`src/rtl/nand_cpu_sequencer_if.sv`:
```
// RAM request/acknowledge bus between the Nandgame CPU sequencer and its data memory.
interface nand_cpu_sequencer_if;
  logic        ram_req;
  logic        ram_we;
  logic [15:0] ram_addr;
  logic [15:0] ram_wdata;
  logic [15:0] ram_rdata;
  logic        ram_ack;

  modport master (
    output ram_req,
    output ram_we,
    output ram_addr,
    output ram_wdata,
    input  ram_rdata,
    input  ram_ack
  );

  modport slave (
    input  ram_req,
    input  ram_we,
    input  ram_addr,
    input  ram_wdata,
    output ram_rdata,
    output ram_ack
  );
endinterface

```
`src/rtl/nand_cpu_sequencer.sv`:
```
// Multi-cycle sequencer for the Nandgame CPU: owns A/D/PC, fetches from ROM, reads and
// writes RAM at A over a req/ack bus, and commits the external control unit's results.
module nand_cpu_sequencer #(
  parameter logic [15:0] RESET_PC    = 16'h0000,
  parameter int unsigned ACK_TIMEOUT = 255
) (
  input  logic                 clk,
  input  logic                 rst_n,
  input  logic                 run,
  output logic [15:0]          rom_addr,
  input  logic [15:0]          rom_data,
  nand_cpu_sequencer_if.master ram,
  output logic [15:0]          cu_I,
  output logic [15:0]          cu_A,
  output logic [15:0]          cu_D,
  output logic [15:0]          cu_addrA,
  input  logic [15:0]          cu_R,
  input  logic                 cu_a,
  input  logic                 cu_d,
  input  logic                 cu_addr_a,
  input  logic                 cu_j,
  output logic [15:0]          pc,
  output logic                 busy,
  output logic                 err,
  output logic [15:0]          retired
);

  typedef enum logic [2:0] {StIdle, StFetch, StRead, StExec, StWrite, StHalt} state_e;

  localparam logic [15:0] LastWait = 16'(ACK_TIMEOUT - 1);

  state_e      state_q, state_d;
  logic [15:0] a_q, d_q, ir_q, mr_q, pc_q, retired_q, rlat_q, wait_q;
  logic        lat_a_q, lat_d_q, lat_j_q, err_q;
  logic        commit, timeout, in_xfer, in_write;
  logic [15:0] res;
  logic        en_a, en_d, en_j;

  assign in_xfer  = (state_q == StRead) || (state_q == StWrite);
  assign in_write = (state_q == StWrite);

  // A store commits from values latched in EXEC; everything else commits live CU outputs.
  assign res  = in_write ? rlat_q  : cu_R;
  assign en_a = in_write ? lat_a_q : cu_a;
  assign en_d = in_write ? lat_d_q : cu_d;
  assign en_j = in_write ? lat_j_q : cu_j;

  always_ff @(posedge clk or negedge rst_n) begin
    if (!rst_n) begin
      state_q <= StIdle;
    end else begin
      state_q <= state_d;
    end
  end

  always_comb begin
    state_d = state_q;
    commit  = 1'b0;
    timeout = 1'b0;
    unique case (state_q)
      StIdle:  if (run) state_d = StFetch;
      StFetch: state_d = rom_data[15] ? StRead : StExec;
      StRead: begin
        if (ram.ram_ack) begin
          state_d = StExec;
        end else if (wait_q == LastWait) begin
          timeout = 1'b1;
          state_d = StHalt;
        end
      end
      StExec: begin
        if (cu_addr_a) state_d = StWrite;
        else           commit  = 1'b1;
      end
      StWrite: begin
        if (ram.ram_ack) begin
          commit = 1'b1;
        end else if (wait_q == LastWait) begin
          timeout = 1'b1;
          state_d = StHalt;
        end
      end
      StHalt:  state_d = StHalt;
      default: state_d = StIdle;
    endcase
    if (commit) state_d = run ? StFetch : StIdle;
  end

  always_ff @(posedge clk or negedge rst_n) begin
    if (!rst_n) begin
      a_q       <= '0;
      d_q       <= '0;
      ir_q      <= '0;
      mr_q      <= '0;
      pc_q      <= RESET_PC;
      retired_q <= '0;
      rlat_q    <= '0;
      lat_a_q   <= 1'b0;
      lat_d_q   <= 1'b0;
      lat_j_q   <= 1'b0;
      err_q     <= 1'b0;
      wait_q    <= '0;
    end else begin
      wait_q <= in_xfer ? wait_q + 16'd1 : 16'd0;
      if (state_q == StFetch) ir_q <= rom_data;
      if ((state_q == StRead) && ram.ram_ack) mr_q <= ram.ram_rdata;
      if ((state_q == StExec) && cu_addr_a) begin
        rlat_q  <= cu_R;
        lat_a_q <= cu_a;
        lat_d_q <= cu_d;
        lat_j_q <= cu_j;
      end
      if (commit) begin
        if (en_a) a_q <= res;
        if (en_d) d_q <= res;
        pc_q      <= en_j ? a_q : pc_q + 16'd1;
        retired_q <= retired_q + 16'd1;
      end
      if (timeout) err_q <= 1'b1;
    end
  end

  // A is untouched during READ/WRITE, so it can drive the address directly.
  always_comb begin
    busy          = (state_q != StIdle) && (state_q != StHalt);
    ram.ram_req   = in_xfer;
    ram.ram_we    = in_write;
    ram.ram_addr  = in_xfer ? a_q : 16'h0000;
    ram.ram_wdata = in_write ? rlat_q : 16'h0000;
  end

  assign rom_addr = pc_q;
  assign pc       = pc_q;
  assign cu_I     = ir_q;
  assign cu_A     = a_q;
  assign cu_D     = d_q;
  assign cu_addrA = mr_q;
  assign retired  = retired_q;
  assign err      = err_q;

endmodule

```
`src/flat_wrapper.sv`:
```
// flat-port wrapper written by rule: the top's interface ports become plain ports
module nand_cpu_sequencer_flat 
#(
  parameter logic [15:0] RESET_PC    = 16'h0000,
  parameter int unsigned ACK_TIMEOUT = 255
)
  (clk, rst_n, run, rom_addr, rom_data, cu_I, cu_A, cu_D, cu_addrA, cu_R, cu_a, cu_d, cu_addr_a, cu_j, pc, busy, err, retired, ram_ram_req, ram_ram_we, ram_ram_addr, ram_ram_wdata, ram_ram_rdata, ram_ram_ack);
  nand_cpu_sequencer_if ram_i ();
  input  logic clk;
  input  logic rst_n;
  input  logic run;
  output logic [15:0] rom_addr;
  input  logic [15:0] rom_data;
  output logic [15:0] cu_I;
  output logic [15:0] cu_A;
  output logic [15:0] cu_D;
  output logic [15:0] cu_addrA;
  input  logic [15:0] cu_R;
  input  logic cu_a;
  input  logic cu_d;
  input  logic cu_addr_a;
  input  logic cu_j;
  output logic [15:0] pc;
  output logic busy;
  output logic err;
  output logic [15:0] retired;
  output wire logic [$bits(ram_i.ram_req)-1:0] ram_ram_req;
  output wire logic [$bits(ram_i.ram_we)-1:0] ram_ram_we;
  output wire logic [$bits(ram_i.ram_addr)-1:0] ram_ram_addr;
  output wire logic [$bits(ram_i.ram_wdata)-1:0] ram_ram_wdata;
  input wire logic [$bits(ram_i.ram_rdata)-1:0] ram_ram_rdata;
  input wire logic [$bits(ram_i.ram_ack)-1:0] ram_ram_ack;
  assign ram_ram_req = ram_i.ram_req;
  assign ram_ram_we = ram_i.ram_we;
  assign ram_ram_addr = ram_i.ram_addr;
  assign ram_ram_wdata = ram_i.ram_wdata;
  assign ram_i.ram_rdata = ram_ram_rdata;
  assign ram_i.ram_ack = ram_ram_ack;
  nand_cpu_sequencer #(.RESET_PC(RESET_PC), .ACK_TIMEOUT(ACK_TIMEOUT)) u_core (.clk(clk), .rst_n(rst_n), .run(run), .rom_addr(rom_addr), .rom_data(rom_data), .ram(ram_i), .cu_I(cu_I), .cu_A(cu_A), .cu_D(cu_D), .cu_addrA(cu_addrA), .cu_R(cu_R), .cu_a(cu_a), .cu_d(cu_d), .cu_addr_a(cu_addr_a), .cu_j(cu_j), .pc(pc), .busy(busy), .err(err), .retired(retired));
endmodule
```
`config.mk`:
```
export PLATFORM = sky130hd
export DESIGN_NAME = nand_cpu_sequencer_flat
export DESIGN_NICKNAME = d
export VERILOG_FILES = /design/src/rtl/nand_cpu_sequencer_if.sv /design/src/rtl/nand_cpu_sequencer.sv /design/src/flat_wrapper.sv
export SDC_FILE = /design/constraint.sdc
export NUM_CORES = 1
export LEC_CHECK = 0
export CORE_MARGIN = 8
export CORE_UTILIZATION = 45
export DETAILED_ROUTE_END_ITERATION = 10
export GPL_ROUTABILITY_DRIVEN = 0
export PLACE_DENSITY = 0.78
export SLEW_MARGIN = 20
export SYNTH_ARGS = -nofsm -noshare
export SYNTH_HDL_FRONTEND = slang
export SYNTH_SLANG_ARGS = --single-unit
```
`constraint.sdc`:
```
create_clock -name clk -period 3.7 [get_ports clk]
set_input_delay 0.925 -clock clk [delete_from_list [all_inputs] [get_ports clk]]
set_output_delay 0.925 -clock clk [all_outputs]
set_load 0.1 [all_outputs]
```
# Word-level counts from Yosys, hierarchy flattened
# Cells that the tools add are included.
op_classes:
  n_addsub: 3
  multipliers: 0
  div: 0
  n_lt_le_gt_ge: 0
  eq_ne: 10
  n_shift: 0
  n_mux: 23
  n_bitwise: 0
  reduce_logical: 10
op_table:
  columns: ["operator", "n"]
  rows:
  - ["16-bit two-way mux", 5]
  - ["16-bit by 1-bit adder with 16-bit output (second input constant)", 3]
  - ["3-bit two-way mux", 6]
  - ["3-bit case mux with 6 select lines", 1]
  - ["16-bit by 8-bit == test with 1-bit output (second input constant)", 1]
  - ["1-bit two-way mux", 10]
  - ["3-bit by 2-bit inequality test with 1-bit output (second input constant)", 3]
  - ["3-bit by 2-bit == test with 1-bit output (second input constant)", 2]
  - ["3-bit == test (second input constant)", 2]
  - ["2-bit AND reduction", 2]
  - ["3-bit by 1-bit == test with 1-bit output (second input constant)", 1]
  - ["1-bit logical AND", 3]
  - ["3-bit zero test", 1]
  - ["3-bit inequality test (second input constant)", 1]
  - ["3-bit AND reduction", 1]
  - ["3-bit nonzero test", 1]
  - ["1-bit case mux with 2 select lines", 1]
  - ["2-bit OR reduction", 1]
  - ["1-bit logical OR", 1]
word_totals:
  regBits: 135
  latch_bits: 0
  ram_bits: 0
  romBits: 0
  input_bits: 56
  out_inout_bits: 148
  n_memories: 0

# Depth between registers and ports, before layout
# Gate-level depths: netlist of run 1.
logic_depth:
  depth_word: 5
  depth_mapped: 7
  mapped_depth_nobuf: 6

# Least setup slack after synthesis of run 1
# No wires, ideal clock.
synth_path:
  path_kind: "flip-flop to output port"
  start: "register u_core.state_q[2]"
  end: "output ram_ram_wdata[10]"
  arrival_ps: 2934
  setup_slack_ps: -159
  stages_incl_launch_ff: 7
  path_cell_list: "dfrtp_1 buf_4 nor3b_2 buf_6 clkbuf_1 clkbuf_1 and2_1"
synth_via:
  elab_chain_len: 2
synth_rtl:
  columns: ["item", "line_no", "source"]
  rows:
  - ["from (decl)", "nand_cpu_sequencer.sv:32", "state_e state_q, state_d;"]
  - ["from (signal assigned)", "nand_cpu_sequencer.sv:50", "state_q <= StIdle;"]
  - ["from (signal assigned)", "nand_cpu_sequencer.sv:52", "state_q <= state_d;"]
  - ["3-bit == test", "nand_cpu_sequencer.sv:40", "assign in_write = (state_q == StWrite);"]
  - ["named net ram_ram_we", "flat_wrapper.sv:28", "output wire logic [$bits(ram_i.ram_we)-1:0] ram_ram_we;"]
  - ["16-bit two-way mux", "nand_cpu_sequencer.sv:129", "ram.ram_wdata = in_write ? rlat_q : 16'h0000;"]
  - ["to (decl)", "flat_wrapper.sv:30", "output wire logic [$bits(ram_i.ram_wdata)-1:0] ram_ram_wdata;"]
# The timed path passes the listed nets, and every way through them passes these cells.

# Final worst setup path of run 1
layout_path:
  start: "register u_core.state_q[2]"
  end: "output ram_ram_wdata[7]"
layout_via:
  elab_chain_len: 2
layout_rtl:
  columns: ["item", "line_no"]
  rows:
  - ["3-bit == test", "nand_cpu_sequencer.sv:40"]
  - ["16-bit two-way mux", "nand_cpu_sequencer.sv:129"]
# No other way between the ends.

==> results.json, run 1 <==
{
  "antenna_cells": 0,
  "h-tree-depth": 4,
  "finalClockSkew_ns": 0.007458,
  "critPathMaxFanout": 37,
  "tightestPinTransition_ns": 1.038,
  "antenna_left": 0,
  "reg2reg_depth": 6,
  "seq_area_frac_synth_pct": 51.91,
  "syn_area_um2": 6507,
  "area_growth_pct": 40.90,
  "grt_max_degree": 73,
  "nFillCells": 1110,
  "syn_nets": 611,
  "die_y_um": 136.3,
  "required_ns": 2.77,
  "finalWirelength_um": 17720,
  "synth_most_common_cell": "dfrtp_1",
  "die_w_um": 136.3,
  "worst_ep_arrival_time_ns": 2.18,
  "cts_tree": "built",
  "clk_pin_slew_ns": 0.05,
  "period_minus_slack_ns": 3.107,
  "hold_buffers": 0,
  "initial_core_util_pct": 45.46,
  "tns_ns": 0,
  "synth_xor_area_share_pct": 3.634,
  "period_share_pct": 83.97,
  "setup_viol": 0,
  "ys_types": 52,
  "cpMostUsedCell": "buf_4",
  "crit_slowest_cell": "dfrtp_1",
  "cts_resized": 0,
  "rsz0062_at_grt": "false",
  "grt_pass1_vias": 5099,
  "worstSetupStartpointType": "register",
  "num_io_pins": 204,
  "slew_headroom_pct": 30.59,
  "cts_setup_buffers": 0,
  "avgSynthCellArea_um2": 11.81,
  "worstSetupPathType": "register to primary output",
  "path_cells": "nor3b_4 > buf_4 > and2_1 > buf_4",
  "synth.area.top_cells": "dfrtp_1 (52%), mux2_1 (8.8%), mux2_2 (8.8%)",
  "yosys.area.top_type_share_pct": 51.91,
  "synth_adder_area_share_pct": 0.9229,
  "clk-insertion-delay-late_ns": 0.42,
  "wire_per_inst_um": 18.97,
  "portBuffers": 203,
  "ctsLongestPathBuffers": 2,
  "antenna_found_initial": 0,
  "slew_viol_final": 0,
  "dp_hpwl_um": 13350,
  "async_flop_share_pct": 100.0,
  "core_um2": 14310,
  "fin_nets": 797,
  "slowest_delay_ns": 0.58,
  "drc": 0,
  "cts_root_buf": "clkbuf_16",
  "ys_seq_elements": 135,
  "grt_overflow": 0,
  "synth_compound_area_share_pct": 4.441,
  "synth_warnings": 0,
  "hold_viol_final": 0,
  "rows": 44,
  "drt_first_pass_iters": 5,
  "synth_common_cells": "dfrtp_1 (135), mux2_1 (51), mux2_2 (51)",
  "synth_top_family_by_area": "multiplexers",
  "grt_pass1_wl_um": 27850,
  "die_area_um2": 18570,
  "layout-drive-gt1-share_pct": 26.27,
  "outcome": "finished clean",
  "cts_sinks": 135,
  "grt_usage_pct": 19.31,
  "drv_cap": 0,
  "vias": 4970,
  "synth_area_leader_cell": "dfrtp_1",
  "synth.mux.area_fraction_pct": 19.48,
  "crit_path_end_kind": "primary output",
  "drt-initial-drc-count": 437,
  "ff2ff_setup_slack_ns": 1.21,
  "cts_buffers": 17,
  "clock.fmax_mhz": 321.9,
  "netlist_instances": 551,
  "yosys.area_share.simple_pct": 14.80,
  "synth_edf_count": 0,
  "vias_per_cell": 5.321,
  "hp-class": "input pin to asynchronous set/reset pin",
  "ys.flop_type": "dfrtp_1"
}
worst paths after layout:
path                                                from                           to
hold reg to reg                   u_core.err$_DFFE_PN0P_       u_core.err$_DFFE_PN0P_
max in group asynchronous                          rst_n   u_core.wait_q[0]$_DFF_PN0_
hold / removal                                     rst_n  u_core.cu_I[14]$_DFFE_PN0N_
setup reg to reg           u_core.state_q[2]$_DFFE_PN0P_    u_core.pc[10]$_DFFE_PN0P_
setup / recovery           u_core.state_q[2]$_DFFE_PN0P_             ram_ram_wdata[7]
min in group clk                  u_core.err$_DFFE_PN0P_       u_core.err$_DFFE_PN0P_
critical path, delay by kind of cell, from the launching register on:
family	cells	cell delay (ns)
buf+inv	2	0.70
simple gates	2	0.47
flops	1	0.58
area by class of cell:
class | instances | area, um^2 | area share, %
tap | 184 | 230.2 | 2.511
clock inverter | 7 | 45.04 | 0.4913
multi-input combinational | 359 | 2829 | 30.85
timing repair buffer | 210 | 2138 | 23.32
clock buffer | 25 | 495.5 | 5.404
sequential | 135 | 3378 | 36.84
inverter | 14 | 52.55 | 0.5731
placed cells by master, fill, tap and decap left out, types with 5 or more instances in the layout:
cell	n
mux2i_1	9
o21ai_0	7
clkdlybuf4s50_1	98
clkbuf_16	17
nor4_1	10
buf_4	86
mux2_1	51
dfrtp_1	135
inv_1	14
nand2b_1	6
xnor2_1	22
buf_12	25
nand2_1	23
nor2_1	27
nor3_1	12
and2_1	34
nand4_1	15
mux2_2	51
a21oi_1	13
nand3_1	20
and4_1	5
o22a_1	5
xor2_1	5
metal layers:
layer,up-vias,global-route usage [%],routed length [um]
met4,0,6.772,246
met2,161,32.14,9117
met3,18,7.021,1390
li1,2309,-,-
met5,-,0,0
met1,2482,22.53,6965
metrics by stage:
step	area (um^2)	setup slack [ns]	hold WS [ns]	util [%]	cells
finish	9169	0.5932	0.4750	64.06	934
global route	9169	0.3951	0.4937	64.06	934
CTS	9169	0.5615	0.4811	64.06	934
detailed placement	8628	0.4568	0.4674	60.28	902
global placement	8622	0.5915	0.4599	60.24	902
floorplan	6510	0.2251	0.4749	-	551
kinds of logic after synthesis:
family,after synthesis
AO/OA/AOI/OAI,43
XOR/XNOR,27
adder cells (fa/ha/maj),5
buffers and inverters,57
flip-flops,135
multiplexers,113
AND/OR/NAND/NOR,171
state kept, by name (all words and copies together) (netlist names):
signal and cells:
u_core.pc 16, u_core.rlat_q 16, u_core.cu_I 16, u_core.err 1, u_core.cu_A 16, u_core.state_q 3
u_core.wait_q 16, u_core.cu_addrA 16, u_core.cu_D 16, u_core.lat_a_q 1, u_core.lat_d_q 1, u_core.lat_j_q 1
u_core.retired 16
Power of run 1 is left out: the tool's default activity adds up to more than one toggle a clock period on the data nets, which glitch-free logic cannot reach.
==> run 2, diff against run 1 <==
- clock period: 3.7 -> 2.94 ns (I/O delays scaled with it)
==> run 2 against run 1 <==
Clock skew is 0.0016 ns lower; hold slack worse by 0.19 ns; via count is 2.3% higher; sequential share of layout area is 0.80 points lower; cell count is 1.3% higher; utilization is 1.5 points higher; critical path depth stayed put; highest routed layer unchanged.
==> results.json, run 2 (same netlist as run 1, synthesis figures left out) <==
{
  "outcome": "finished clean",
  "layout-drive-gt1-share_pct": 36.22,
  "cts_root_buf": "clkbuf_16",
  "tightestPinTransition_ns": 0.6533,
  "hold_viol_final": 0,
  "grt_pass1_wl_um": 28540,
  "finalWirelength_um": 17880,
  "grt_pass1_vias": 5426,
  "wire_per_inst_um": 18.90,
  "design_area_um2": 9380,
  "drv_cap": 0,
  "rsz0062_at_grt": "false",
  "drc": 0,
  "crit_path_end_kind": "primary output",
  "core_um2": 14310,
  "fin_nets": 809,
  "final_util_pct": 65.53,
  "worstSetupPathType": "register to primary output",
  "portBuffers": 203,
  "layout_commonest_cell": "dfrtp_1",
  "slowest_delay_ns": 0.53,
  "area_growth_pct": 44.15,
  "drt-initial-drc-count": 347,
  "die_w_um": 136.3,
  "clk_pin_slew_ns": 0.05,
  "required_ns": 2.20,
  "slew_headroom_pct": 55.58,
  "worstSetupStartpointType": "register",
  "antenna_left": 0,
  "cts_tree": "built",
  "drt_first_pass_iters": 4,
  "placed_area_um2": 8768,
  "h-tree-depth": 4,
  "vias": 5086,
  "antenna_found_initial": 0,
  "rows": 44,
  "grt_overflow": 0,
  "clock.fmax_mhz": 352.9,
  "ctsLongestPathBuffers": 2,
  "finalClockSkew_ns": 0.005872,
  "final_cell_mix": "dfrtp_1 (133), buf_4 (129), clkdlybuf4s50_1 (54)",
  "hold_ws_ns": 0.2868,
  "die_y_um": 136.3,
  "hp-class": "input pin to asynchronous set/reset pin",
  "die_area_um2": 18570,
  "layout_setup_ws_ns": 0.1060,
  "clk-insertion-delay-late_ns": 0.41,
  "nFillCells": 1097,
  "seq_area_um2": 3381,
  "hold_buffers": 0,
  "setup_viol": 0,
  "path_cells": "nor3b_4 > buf_4 > and2_1 > buf_12",
  "initial_core_util_pct": 45.46,
  "period_share_pct": 96.39,
  "critPathMaxFanout": 13,
  "cts_sinks": 135,
  "multi_input_area_um2": 2846,
  "num_io_pins": 204,
  "period_minus_slack_ns": 2.834,
  "slew_viol_final": 0,
  "dp_hpwl_um": 13530,
  "post-place-ws_ns": 0.2301,
  "grt_max_degree": 59,
  "cts_buffers": 17,
  "grt_usage_pct": 19.64,
  "worst_ep_arrival_time_ns": 2.10,
  "vias_per_cell": 5.376,
  "antenna_cells": 0,
  "crit_slowest_cell": "nor3b_4"
}
run 2: cell types whose count changed in the layout (fill, tap and decap cells not counted), moves of 3 or more:
cell             previous run  this run
and2_1                     34        17
buf_12                     25        38
buf_4                      86       129
clkinv_2                    3         6
clkdlybuf4s50_1            98        54
and2_2                      0        17
run 2: repair_timing:
item,CTS,global route
pin swaps,0,0
setup endpoints to repair,16,15
cloned,0,0
buffers inserted,0,1
resized for setup,3,0
run 2: final timing paths:
path | from | to | slack [ns] | cells after the start
min in group clk | u_core.err$_DFFE_PN0P_ | u_core.err$_DFFE_PN0P_ | 0.47 | 2
setup / recovery | u_core.state_q[0]$_DFFE_PN0P_ | ram_ram_wdata[5] | 0.11 | 4
max in group asynchronous | rst_n | u_core.cu_addrA[12]$_DFFE_PN0P_ | 1.93 | 2
hold / removal | rst_n | u_core.cu_I[3]$_DFFE_PN0N_ | 0.29 | 1
setup reg to reg | u_core.state_q[0]$_DFFE_PN0P_ | u_core.pc[2]$_DFFE_PN0P_ | 0.44 | 5
hold reg to reg | u_core.err$_DFFE_PN0P_ | u_core.err$_DFFE_PN0P_ | 0.47 | 2
run 2: critical path, delay by kind of cell (launching register included):
family                 cells  cell delay (ns)
AND/OR/NAND/NOR            2             0.71
buffers and inverters      2             0.43
flip-flops                 1             0.52
run 2: per-stage QoR:
| step | std cells | TNS (ns) |
|---|---|---|
| 2_1_floorplan | 551 | -0.2482 |
| 3_3_place_gp | 913 | 0 |
| 3_5_place_dp | 913 | 0 |
| 4_1_cts | 945 | 0 |
| 5_1_grt | 946 | 0 |
| 6_report | 946 | 0 |
run 2: layer usage:
layer  part of all wire, %  global-route usage (%)  wire (um)  vias to the layer above
met5                     0                       0          0                        -
met4                   1.6                   7.077        282                        0
met3                   6.8                   6.171       1209                       21
met2                    53                   33.34       9428                      164
met1                    39                   22.87       6955                     2566
li1                      -                       -          -                     2335
run 2: area by class of cell:
class,instances,share of cell area [%]
well taps,184,2.454
flip-flops and latches,135,36.04
repair buffers,222,24.32
multi-input cells,359,30.35
clock inverters,9,1.040
inverters,14,0.6002
clock buffers,23,5.202
Power of run 2 is left out for the same reason.
==> run 3, diff against run 2 <==
- CTS_BUF_LIST: not set -> sky130_fd_sc_hd__clkbuf_2 sky130_fd_sc_hd__clkbuf_4 sky130_fd_sc_hd__clkbuf_8
==> run 3 against run 2 <==
Wire length decreased by 2.1%; count of clock-buffer cells in the layout unchanged; design area fell by 1.7%; worst setup slack better by 0.075 ns; critical path depth is 2 higher; sequential cell count unchanged.
==> results.json, run 3 (same netlist as run 1, synthesis figures left out) <==
{
  "finalWirelength_um": 17510,
  "period_minus_slack_ns": 2.759,
  "cts_buffers": 17,
  "placed_area_um2": 8768,
  "required_ns": 2.20,
  "endpoint": "ram_ram_addr[11]",
  "antenna_cells": 0,
  "layout_commonest_cell": "dfrtp_1",
  "tns_ns": 0,
  "hold_ws_ns": 0.2754,
  "die_w_um": 136.3,
  "area_growth_pct": 41.74,
  "clk_pin_slew_ns": 0.07,
  "clk-insertion-delay-late_ns": 0.43,
  "startpoint": "u_core.state_q[2]$_DFFE_PN0P_",
  "core_um2": 14310,
  "grt_overflow": 0,
  "antenna_found_initial": 0,
  "drt-initial-drc-count": 318,
  "num_io_pins": 204,
  "worstSetupPathType": "register to primary output",
  "ff2ff_setup_slack_ns": 0.50,
  "vias_per_cell": 5.380,
  "top_layer": "met4",
  "r2r-end": "u_core.pc[2]$_DFFE_PN0P_",
  "crit_path_end_kind": "primary output",
  "clock.fmax_mhz": 362.4,
  "rsz0062_at_grt": "false",
  "rows": 44,
  "hold_buffers": 0,
  "setup_viol": 0,
  "portBuffers": 203,
  "antenna_left": 0,
  "wire_per_inst_um": 18.47,
  "dp_hpwl_um": 13530,
  "die_y_um": 136.3,
  "outcome": "finished clean",
  "slew_headroom_pct": 55.26,
  "finalClockSkew_ns": 0.006354,
  "die_area_um2": 18570,
  "ctsLongestPathBuffers": 2,
  "grt_usage_pct": 19.27,
  "reg2reg_from": "u_core.state_q[0]$_DFFE_PN0P_",
  "crit_buf_inv": 3,
  "grt_pass1_vias": 5364,
  "met1_length_um": 6924,
  "hp-class": "input pin to asynchronous set/reset pin",
  "slew_viol_final": 0,
  "critPathMaxFanout": 16,
  "final_util_pct": 64.44,
  "cpMostUsedCell": "buf_12",
  "drt_first_pass_iters": 5,
  "drv_cap": 0,
  "cts_sinks": 135,
  "grt_max_degree": 59,
  "wl_met2_um": 9221,
  "period_share_pct": 93.86,
  "path_delay_family": "flip-flops",
  "worstSetupStartpointType": "register",
  "hold_viol_final": 0,
  "drc": 0,
  "path_cells": "nand2b_1 > a21o_1 > clkinvlp_4 > buf_12 > and2_2 > buf_12",
  "tightestPinTransition_ns": 0.6580,
  "final_cell_mix": "dfrtp_1 (133), buf_4 (130), clkdlybuf4s50_1 (54)",
  "reg2reg_depth": 7,
  "design_area_um2": 9224,
  "cts_root_buf": "clkbuf_8",
  "met3_wirelength_um": 1097,
  "h-tree-depth": 4,
  "worst_ep_arrival_time_ns": 2.02,
  "vias": 5100,
  "crit_slowest_cell": "dfrtp_2",
  "path_depth": 6,
  "slowest_delay_ns": 0.49,
  "fin_nets": 811,
  "layout-drive-gt1-share_pct": 36.65,
  "grt_pass1_wl_um": 28180,
  "cts_tree": "built",
  "initial_core_util_pct": 45.46
}
run 3: through the flow:
step | setup slack, ns | std cells
2_1_floorplan | -0.2482 | 551
5_1_grt | 0.07152 | 948
6_report | 0.1806 | 948
4_1_cts | 0.01195 | 945
3_5_place_dp | 0.2301 | 913
3_3_place_gp | 0.2857 | 913
run 3: area by class of cell:
class	instances	area, um^2
flip-flops and latches	135	3381
clock buffers	23	304.0
multi-input cells	359	2846
repair buffers	224	2308
clock inverters	9	97.59
well taps	184	230.2
inverters	14	56.30
fillers	1125	5090
run 3: worst min path at each step:
stage / end / startpoint / cells past startpoint / slack, ns
2_1_floorplan: u_core.cu_A[0]$_DFFE_PN0P_ / rst_n / 0 / 0.44
3_3_place_gp: u_core.err$_DFFE_PN0P_ / u_core.err$_DFFE_PN0P_ / 2 / 0.46
3_5_place_dp: u_core.err$_DFFE_PN0P_ / u_core.err$_DFFE_PN0P_ / 2 / 0.46
4_1_cts: u_core.cu_I[3]$_DFFE_PN0N_ / rst_n / 1 / 0.26
5_1_grt: u_core.cu_I[1]$_DFFE_PN0N_ / rst_n / 1 / 0.28
6_report: u_core.cu_I[3]$_DFFE_PN0N_ / rst_n / 1 / 0.28
run 3: metal layers:
| layer | up-vias | global-route usage (%) |
|---|---|---|
| li1 | 2336 | - |
| met1 | 2587 | 22.68 |
| met2 | 156 | 32.71 |
| met3 | 21 | 5.395 |
| met4 | 0 | 7.444 |
| met5 | - | 0 |
run 3: what timing repair did:
item | 4_1_cts | 5_1_grt
gates cloned | 0 | 0
buffers inserted | 0 | 3
resized for setup | 3 | 0
pin swaps | 0 | 1
endpoints found under the setup margin | 22 | 17
Power of run 3 is left out for the same reason.
